`config.mk`:
```
export PLATFORM = sky130hd
export DESIGN_NAME = memory_read_split
export DESIGN_NICKNAME = d
export VERILOG_FILES = /design/src/rtl/memory_read_split.sv
export SDC_FILE = /design/constraint.sdc
export NUM_CORES = 1
export LEC_CHECK = 0
export BUFFER_PORTS_ARGS = -buffer_cell sky130_fd_sc_hd__buf_2
export CAP_MARGIN = 40
export CELL_PAD_IN_SITES_DETAIL_PLACEMENT = 1
export CELL_PAD_IN_SITES_GLOBAL_PLACEMENT = 2
export CORE_MARGIN = 4
export CORE_UTILIZATION = 32
export CTS_BUF_LIST = sky130_fd_sc_hd__clkbuf_16
export DETAILED_ROUTE_END_ITERATION = 6
export GPL_TIMING_DRIVEN = 0
export PLACE_DENSITY = 0.85
export SETUP_SLACK_MARGIN = 0.05
export SLEW_MARGIN = 20
export SYNTH_ARGS = -nofsm -noshare
export SYNTH_HDL_FRONTEND = slang
export SYNTH_SLANG_ARGS = --single-unit
```
`constraint.sdc`:
```
create_clock -name clk -period 3.2 [get_ports clk]
set_clock_uncertainty 0.05 [all_clocks]
set_input_delay 0.48 -clock clk [delete_from_list [all_inputs] [get_ports clk]]
set_output_delay 0.48 -clock clk [all_outputs]
set_load 0.005 [all_outputs]
```
`src/rtl/memory_read_split.sv`:
```
// rtl/memory_read_split.sv - read splitter/merger between execute read port and TLB read port
//
// Purpose: turns one execute-side read of up to DATA_BYTES bytes into one TLB access,
// or into two when the read crosses a LINE_BYTES boundary (SPLIT_EN=1). The two halves
// are merged little-endian into read_data. Page/alignment faults are sticky until
// rd_reset; rd_reset while busy drains the outstanding TLB access silently.
//
// Ports:
//   clk, rst_n             clock, synchronous active-low reset
//   rd_reset               pipeline abort/clear pulse
//   read_do / read_done    execute request (held) / one-cycle completion pulse
//   read_page_fault        sticky page fault
//   read_ac_fault          sticky alignment-check fault
//   read_cpl/lock/rmw      attributes forwarded to tlbread_cpl/lock/rmw
//   read_address/length    linear byte address, length 1..DATA_BYTES
//   read_data              merged data, bytes at or above read_length are zero
//   tlbread_do             TLB request, held until done/fault/retry
//   tlbread_done/..._fault/tlbread_retry  TLB status
//   tlbread_address/length current access; tlbread_length_full = read_length
//   tlbread_data           TLB data, byte 0 = byte at tlbread_address
module memory_read_split #(
  parameter int LINE_BYTES = 16,
  parameter int DATA_BYTES = 8,
  parameter bit SPLIT_EN   = 1'b1
) (
  input  logic                    clk,
  input  logic                    rst_n,
  input  logic                    rd_reset,
  input  logic                    read_do,
  output logic                    read_done,
  output logic                    read_page_fault,
  output logic                    read_ac_fault,
  input  logic [1:0]              read_cpl,
  input  logic [31:0]             read_address,
  input  logic [3:0]              read_length,
  input  logic                    read_lock,
  input  logic                    read_rmw,
  output logic [8*DATA_BYTES-1:0] read_data,
  output logic                    tlbread_do,
  input  logic                    tlbread_done,
  input  logic                    tlbread_page_fault,
  input  logic                    tlbread_ac_fault,
  input  logic                    tlbread_retry,
  output logic [1:0]              tlbread_cpl,
  output logic                    tlbread_lock,
  output logic                    tlbread_rmw,
  output logic [31:0]             tlbread_address,
  output logic [3:0]              tlbread_length,
  output logic [3:0]              tlbread_length_full,
  input  logic [8*DATA_BYTES-1:0] tlbread_data
);

  localparam int OFF_W = $clog2(LINE_BYTES);
  localparam int HI_W  = 32 - OFF_W;

  typedef enum logic [1:0] {IDLE, FIRST, SECOND} state_t;

  state_t                  state, state_next;
  logic                    reset_waiting, reset_waiting_next;
  logic [31:0]             addr_q;
  logic [4:0]              l1_q, l2_q;
  logic [8*DATA_BYTES-1:0] first_buf;
  logic [8*DATA_BYTES-1:0] merged;

  logic [OFF_W-1:0]        off;
  logic [7:0]              room;
  logic [4:0]              len5, l1_calc, l2_calc;
  logic [31:0]             next_line;
  logic                    start, abort, tlb_end;
  logic                    complete, buffer_first, set_pf, set_af;

  assign tlbread_cpl         = read_cpl;
  assign tlbread_lock        = read_lock;
  assign tlbread_rmw         = read_rmw;
  assign tlbread_length_full = read_length;

  // Bytes left in the current line; 8 bits so LINE_BYTES=64 with off=0 does not wrap.
  assign off  = read_address[OFF_W-1:0];
  assign room = 8'(LINE_BYTES) - 8'(off);
  assign len5 = {1'b0, read_length};

  always_comb begin
    l1_calc = len5;
    if (SPLIT_EN && ({3'b000, len5} > room)) begin
      l1_calc = room[4:0];
    end
    l2_calc = len5 - l1_calc;
  end

  // Second access starts at the following line base; the address wraps modulo 2^32.
  assign next_line = {addr_q[31:OFF_W] + HI_W'(1), {OFF_W{1'b0}}};

  assign start   = rst_n && (state == IDLE) && read_do && !read_done && !rd_reset &&
                   !read_page_fault && !read_ac_fault;
  assign abort   = rd_reset || reset_waiting;
  assign tlb_end = tlbread_done || tlbread_page_fault || tlbread_ac_fault || tlbread_retry;

  always_ff @(posedge clk) begin
    if (!rst_n) begin
      state         <= IDLE;
      reset_waiting <= 1'b0;
    end else begin
      state         <= state_next;
      reset_waiting <= reset_waiting_next;
    end
  end

  always_comb begin
    state_next         = state;
    reset_waiting_next = reset_waiting;
    complete           = 1'b0;
    buffer_first       = 1'b0;
    set_pf             = 1'b0;
    set_af             = 1'b0;
    tlbread_do         = 1'b0;
    tlbread_address    = read_address;
    tlbread_length     = l1_calc[3:0];
    case (state)
      IDLE: begin
        reset_waiting_next = 1'b0;
        if (start) begin
          tlbread_do = 1'b1;
          state_next = FIRST;
        end
      end
      FIRST, SECOND: begin
        tlbread_do      = 1'b1;
        tlbread_address = (state == FIRST) ? addr_q : next_line;
        tlbread_length  = (state == FIRST) ? l1_q[3:0] : l2_q[3:0];
        if (abort) begin
          // Draining: any TLB status ends the access, nothing is reported.
          if (tlb_end) begin
            state_next         = IDLE;
            reset_waiting_next = 1'b0;
          end else begin
            reset_waiting_next = 1'b1;
          end
        end else if (tlbread_page_fault || tlbread_ac_fault) begin
          set_pf     = tlbread_page_fault;
          set_af     = tlbread_ac_fault;
          state_next = IDLE;
        end else if (tlbread_retry) begin
          state_next = state;
        end else if (tlbread_done) begin
          if ((state == FIRST) && (l2_q != 5'd0)) begin
            buffer_first = 1'b1;
            state_next   = SECOND;
          end else begin
            complete   = 1'b1;
            state_next = IDLE;
          end
        end
      end
      default: state_next = IDLE;
    endcase
  end

  // Merge: low L1 bytes come from the first access (buffered if split), the next L2
  // bytes from the current TLB data, everything above read_length is zero.
  always_comb begin
    merged = '0;
    for (int i = 0; i < DATA_BYTES; i++) begin
      if (i < int'(l1_q)) begin
        merged[8*i +: 8] = (state == SECOND) ? first_buf[8*i +: 8] : tlbread_data[8*i +: 8];
      end else if (i < int'(l1_q) + int'(l2_q)) begin
        merged[8*i +: 8] = tlbread_data[8*(i - int'(l1_q)) +: 8];
      end
    end
  end

  always_ff @(posedge clk) begin
    if (!rst_n) begin
      read_done       <= 1'b0;
      read_page_fault <= 1'b0;
      read_ac_fault   <= 1'b0;
      read_data       <= '0;
      addr_q          <= '0;
      l1_q            <= '0;
      l2_q            <= '0;
      first_buf       <= '0;
    end else begin
      read_done <= complete;
      if (start) begin
        addr_q <= read_address;
        l1_q   <= l1_calc;
        l2_q   <= l2_calc;
      end
      if (buffer_first) begin
        first_buf <= tlbread_data;
      end
      if (complete) begin
        read_data <= merged;
      end
      if (rd_reset) begin
        read_page_fault <= 1'b0;
        read_ac_fault   <= 1'b0;
      end else begin
        if (set_pf) read_page_fault <= 1'b1;
        if (set_af) read_ac_fault   <= 1'b1;
      end
    end
  end

endmodule

```
# Word-level counts from Yosys, hierarchy flattened
# Cells that the tools add are included.
dict set report classes {
  bitwise_logic 1
  eq_ne 7
  muxes 60
  reduce_logical 23
  shifts 8
  n_addsub 12
  magnitude_cmp 17
}
# cell count
set op_table {}
lappend op_table {{64-bit by 9-bit indexed part select with 8-bit output} 8}
lappend op_table {{8-bit 2-to-1 mux} 24}
lappend op_table {{4-bit by 32-bit less-than comparator with 1-bit output, first input constant} 3}
lappend op_table {{3-bit by 32-bit less-than comparator with 1-bit output, first input constant} 2}
lappend op_table {{32-bit 2-to-1 mux} 2}
lappend op_table {{1-bit by 32-bit less-than comparator with 1-bit output, first input constant} 1}
lappend op_table {{2-bit by 32-bit less-than comparator with 1-bit output, first input constant} 1}
lappend op_table {{28-bit by 1-bit adder with 28-bit output, second input constant} 1}
lappend op_table {{3-bit by 5-bit subtractor with 6-bit output, first input constant} 4}
lappend op_table {{1-bit 2-to-1 mux} 21}
lappend op_table {{3-bit by 5-bit less-than comparator with 1-bit output, first input constant} 4}
lappend op_table {{2-bit 2-to-1 mux} 7}
lappend op_table {{1-bit by 5-bit subtractor with 6-bit output, first input constant} 2}
lappend op_table {{2-bit by 5-bit subtractor with 6-bit output, first input constant} 2}
lappend op_table {{1-bit by 5-bit less-than comparator with 1-bit output, first input constant} 2}
lappend op_table {{2-bit by 5-bit less-than comparator with 1-bit output, first input constant} 2}
lappend op_table {{4-bit by 8-bit > comparator with 1-bit output} 1}
lappend op_table {{4-bit 2-to-1 mux} 2}
lappend op_table {{4-bit != test, second input constant} 2}
lappend op_table {{1-bit logical AND} 7}
lappend op_table {{5-bit by 5-bit adder with 6-bit output} 1}
lappend op_table {{3-bit by 6-bit less-than comparator with 1-bit output, first input constant} 1}
lappend op_table {{5-bit by 4-bit subtractor with 6-bit output, first input constant} 1}
lappend op_table {{1-bit logical OR} 5}
lappend op_table {{other kinds (16)} 22}
dict set report word_totals {
  elab_cells 138
  inputBits 112
  output_inout_bits 112
  ff_bits 176
}

# Logic depth before layout (Yosys ltp)
dict set report logic_depth {
  ltp_word 9
  depth_mapped 16
  mapped_depth_nobuf 16
}

# Least setup slack after synthesis
# No wires, ideal clock.
dict set report synth_path {
  path_kind {input -> register}
  from {input read_address[0]}
  to {register l2_q[3]}
  t_required_ps 3074
  cell_stages 13
  setup_ps 76
  path_buffers 0
  arrival_time_ps 3149
  slack_ps -75
  cell_sequence {inv_1 ha_1 xor2_1 ha_1 and4_1 a221oi_1 mux2i_1 ha_1 nor2b_1 o21a_1 o21ai_0 nand3b_1 a21boi_0}
}
dict set report synth_via {
  elab_chain_cells 4
}
# item line_no
set synth_lines {}
lappend synth_lines {{from (decl)} 34} ;# input logic [31:0] read_address,
lappend synth_lines {{5-bit by 4-bit subtractor with 6-bit output (*)} 79} ;# assign room = 8'(LINE_BYTES) - 8'(off);
lappend synth_lines {{4-bit by 8-bit > comparator with 1-bit output} 84} ;# if (SPLIT_EN && ({3'b000, len5} > room)) begin
lappend synth_lines {{5-bit 2-to-1 mux (*)} 84}
lappend synth_lines {{4-bit by 5-bit subtractor with 5-bit output (*)} 87} ;# l2_calc = len5 - l1_calc;
lappend synth_lines {{to (signal assigned)} 186} ;# l2_q <= l2_calc;
lappend synth_lines {{to (decl)} 61} ;# logic [4:0] l1_q, l2_q;
# Mark *: on every way between the ends. The rest lies on a longest branch, timed or not.
# A chain may end at the register's enable or synchronous reset.

# Worst setup path after layout
dict set report layout_path {
  from {input read_address[0]}
  to {output tlbread_length[1]}
}
dict set report layout_via {
  elab_chain_cells 4
}
# item line_no
set layout_lines {}
lappend layout_lines {{5-bit by 4-bit subtractor with 6-bit output (*)} 79}
lappend layout_lines {{4-bit by 8-bit > comparator with 1-bit output} 84}
lappend layout_lines {{5-bit 2-to-1 mux (*)} 84}
lappend layout_lines {{4-bit 2-to-1 mux (*)} 118} ;# case (state)
lappend layout_lines {{to (decl)} 48} ;# output logic [3:0] tlbread_length,
# Marked as above.

==> flow_summary_export.csv <==
group,metric,value,unit
status,status,"finished, final reports clean",
timing,period_share,0.9707,
timing,worstMarginPinSlew,912.1,ps
yosys,yosys_warnings,0,
pwr,pwr_density_cell,424.6,nW/um2
yosys,synth_edf_count,0,
global_route,grt_start_max_net_pins,21,
floorplanning,die_width,206.1,um
routing,routed_via_density,5.720,
floorplanning,fp.coreArea,38740,um2
floorplanning,start_util,0.3242,
min_path,min_path_cells,3,
critical_path,crit_type,"input port to output port",
placed_design,placed_cells,2097,
cells_and_area,instances_no_fill,2138,
timing,hold_viol,0,
timing,fin_crit,3106,ps
run,cap_viol_max_count,0,
global_route,met2_usage,0.4254,
yosys,synthesis.instances,1354,
yosys,syn_avg_cell_area,9.276,um2
yosys,async_flop_share,0,
routing,firstDrtPassIters,5,
yosys,synth_seq_cells,176,
cells_and_area,finish.instance_area,15370,um2
critical_path,critPathArrivalTime,2580,ps
timing,finalSetupViolCount,0,
routing,num_vias,12230,
pwr,p_sw_frac,0.3651,
yosys,yosysTopAreaCell,"dfxtp_1",
pwr,power_frac_clock,0.341,
clock_tree,root_buffer,"clkbuf_16",
yosys,synth_top_cell_area_share,0.2805,
routing,first_iter_violations,777,
timing,setup_slack,93.60,ps
routing,drc,0,
global_route,grt_pass1_vias,12610,
pwr,p_int,4.143,mW
floorplanning,rows,72,
global_route,track_usage,0.2527,
yosys,syn_area,12560,um2
placed_design,dpl.hpwl,42.67,mm
clock_tree,cts_tree,"built",
placed_design,place_area,14370,um2
routing,wl_per_cell,25.58,um
global_route,grt_overflow,0,
pwr,max-vdd-ir-drop,0.0004165,V
global_route,met1_usage,0.3240,
floorplanning,die_h,206.1,um
critical_path,crit_start,"read_address[0]",
critical_path,r2r_start,"l1_q[0]",
pwr,p_leak,5.577,nW
cells_and_area,nets,1750,
clock_tree,cts_made_buffers,17,
yosys,yosys.cell_types.count,65,
timing,max_freq,321.9,MHz
timing,slew_violations,0,
yosys,synthTopCellsByArea,"dfxtp_1 (28%), mux4_2 (13%), mux2i_1 (11%), nand2_1 (6.9%), a21boi_0 (5.9%)",
min_path,hold_class,"input port to flop",
global_route,grt_pass1_wl,79.98,mm
yosys,seq_area_frac_synth,0.2805,
pwr,switchingPower,2.382,mW
critical_path,critPathRequiredTime,2670,ps
clock_tree,cts_sinks,176,
routing,detail_route.wirelength,54.69,mm
placed_design,gp_congestion,0.9595,
placed_design,dp_slack,-798.6,ps
routing,ant_nets,0,
global_route,busiest_layer,"met2",
critical_path,worstSetupStartpointType,"input port",
timing,setup_tns,0,ps
global_route,use_met3,0.05068,
pwr,power_frac_comb,0.312,
clock_tree,clock_path_buffers,2,
cells_and_area,drive_gt1_frac,0.3008,
clock_tree,htree_levels,4,
floorplanning,num_io_pins,224,
critical_path,cp_max_fo,5,
floorplanning,dieArea,42480,um2
clock_tree,path_clk_slew,80,ps
global_route,antenna_found_initial,0,
critical_path,cp-end-kind,"output port",
critical_path,rr_worst_depth,9,
yosys,synth_nets,1498,
pwr,power_frac_seq,0.346,
placed_design,io_buffers,219,
timing,rsz0062_at_grt,"yes",
clock_tree,clkLatencyLatePin,470,ps
min_path,hold_start,"read_address[12]",
yosys,ys.flop_type,"dfxtp_1",
cells_and_area,syn_to_final_growth,22.37,%
timing,slew_headroom,0.3876,
state kept, by name, indices dropped and copies added, names as in the netlist:
register and flops:
first_buf 64, read_data 64, addr_q 32, l1_q 5
l2_q 5, state 2, read_ac_fault 1, read_done 1
read_page_fault 1, reset_waiting 1
synthesized netlist by cell type, drive strengths merged (14+ instances only):
master	n
o21ai	64
xnor2	14
dfxtp	176
buf	56
nand2	231
a31oi	17
a211oi	17
mux4	80
nor2b	14
nor2	42
mux2i	133
inv	24
a21boi	99
nor3	17
a21oi	52
ha	30
mux2	27
o31ai	16
xor2	24
nand3	23
clkbuf	62
o221a	35
cells in the final DEF, fill, tap and decap left out, drive strengths merged, types with 24 or more instances in the layout:
cell type  count
nor2          42
o221a         35
nand2        231
buf          287
mux2          27
inv           31
o21ai         64
mux2i        133
mux4          80
ha            30
dfxtp        176
a21boi        99
clkbuf        81
xor2          24
a21oi         52
layout make-up:
type                       instances  area [um2]
fill                            4608       23370
antenna                            1       2.502
timing repair buffer             239        1281
multi-input combinational       1036        8637
clock inverter                    15       185.2
sequential                       176        3530
buffer                           112       568.0
clock buffer                      17       425.4
inverter                          24       91.34
tap                              518       648.1
power groups by stage:
stage               clock [mW]  combinational [mW]  sequential [mW]
floorplan                    0                1.16             2.30
finish                    2.23                2.04             2.26
global placement             0                1.86             2.31
detailed placement           0                1.90             2.31
CTS                       2.27                1.98             2.26
global route              2.35                2.17             2.26
final timing paths:
kind | to | slack [ps]
max | tlbread_length[1] | 90
min | addr_q[12] | 220
max reg2reg | read_data[5] | 150
min reg2reg | first_buf[32] | 420
metrics by stage:
stage                     utilization  total power, mW  hold WS (ps)
after floorplan                     -            3.455         390.0
final                          0.3967            6.525         223.7
after detailed placement       0.3709            4.207         405.4
after global placement         0.3694            4.169         397.9
after global routing           0.3967            6.790         215.6
after CTS                      0.3929            6.504         201.1
logic make-up after synthesis:
family                   after synthesis  synth area share
AND/OR/NAND/NOR                      390            0.1398
buffers and inverters                142           0.05061
AO/OA/AOI/OAI                        336            0.1911
adder cells (fa/ha/maj)               32           0.03307
XOR/XNOR                              38           0.02949
flip-flops                           176            0.2805
multiplexers                         240            0.2755
critical path, cell delays in order:
cell      delay [ps]
buf_6            100
inv_2             50
ha_4             270
inv_1             70
ha_4             280
nor2b_4          130
o211ai_1         130
a221oi_4         370
buf_6            180
mux2i_4          260
mux2i_1          110
buf_2            150
per-layer routing:
| layer | vias up | wire length (um) | part of all wire |
|---|---|---|---|
| met5 | - | 0 | 0 |
| met1 | 6057 | 22890 | 0.42 |
| li1 | 5519 | - | - |
| met3 | 103 | 4172 | 0.076 |
| met4 | 0 | 1895 | 0.035 |
| met2 | 550 | 25730 | 0.47 |
timing repair:
item | in CTS | in global routing
hold buffers | 0 | 0
endpoints found under the setup margin | 95 | 128
pin swaps | 5 | 4
resized for setup | 50 | 39
buffers inserted | 9 | 3
(Power assumes the default switching activity.)
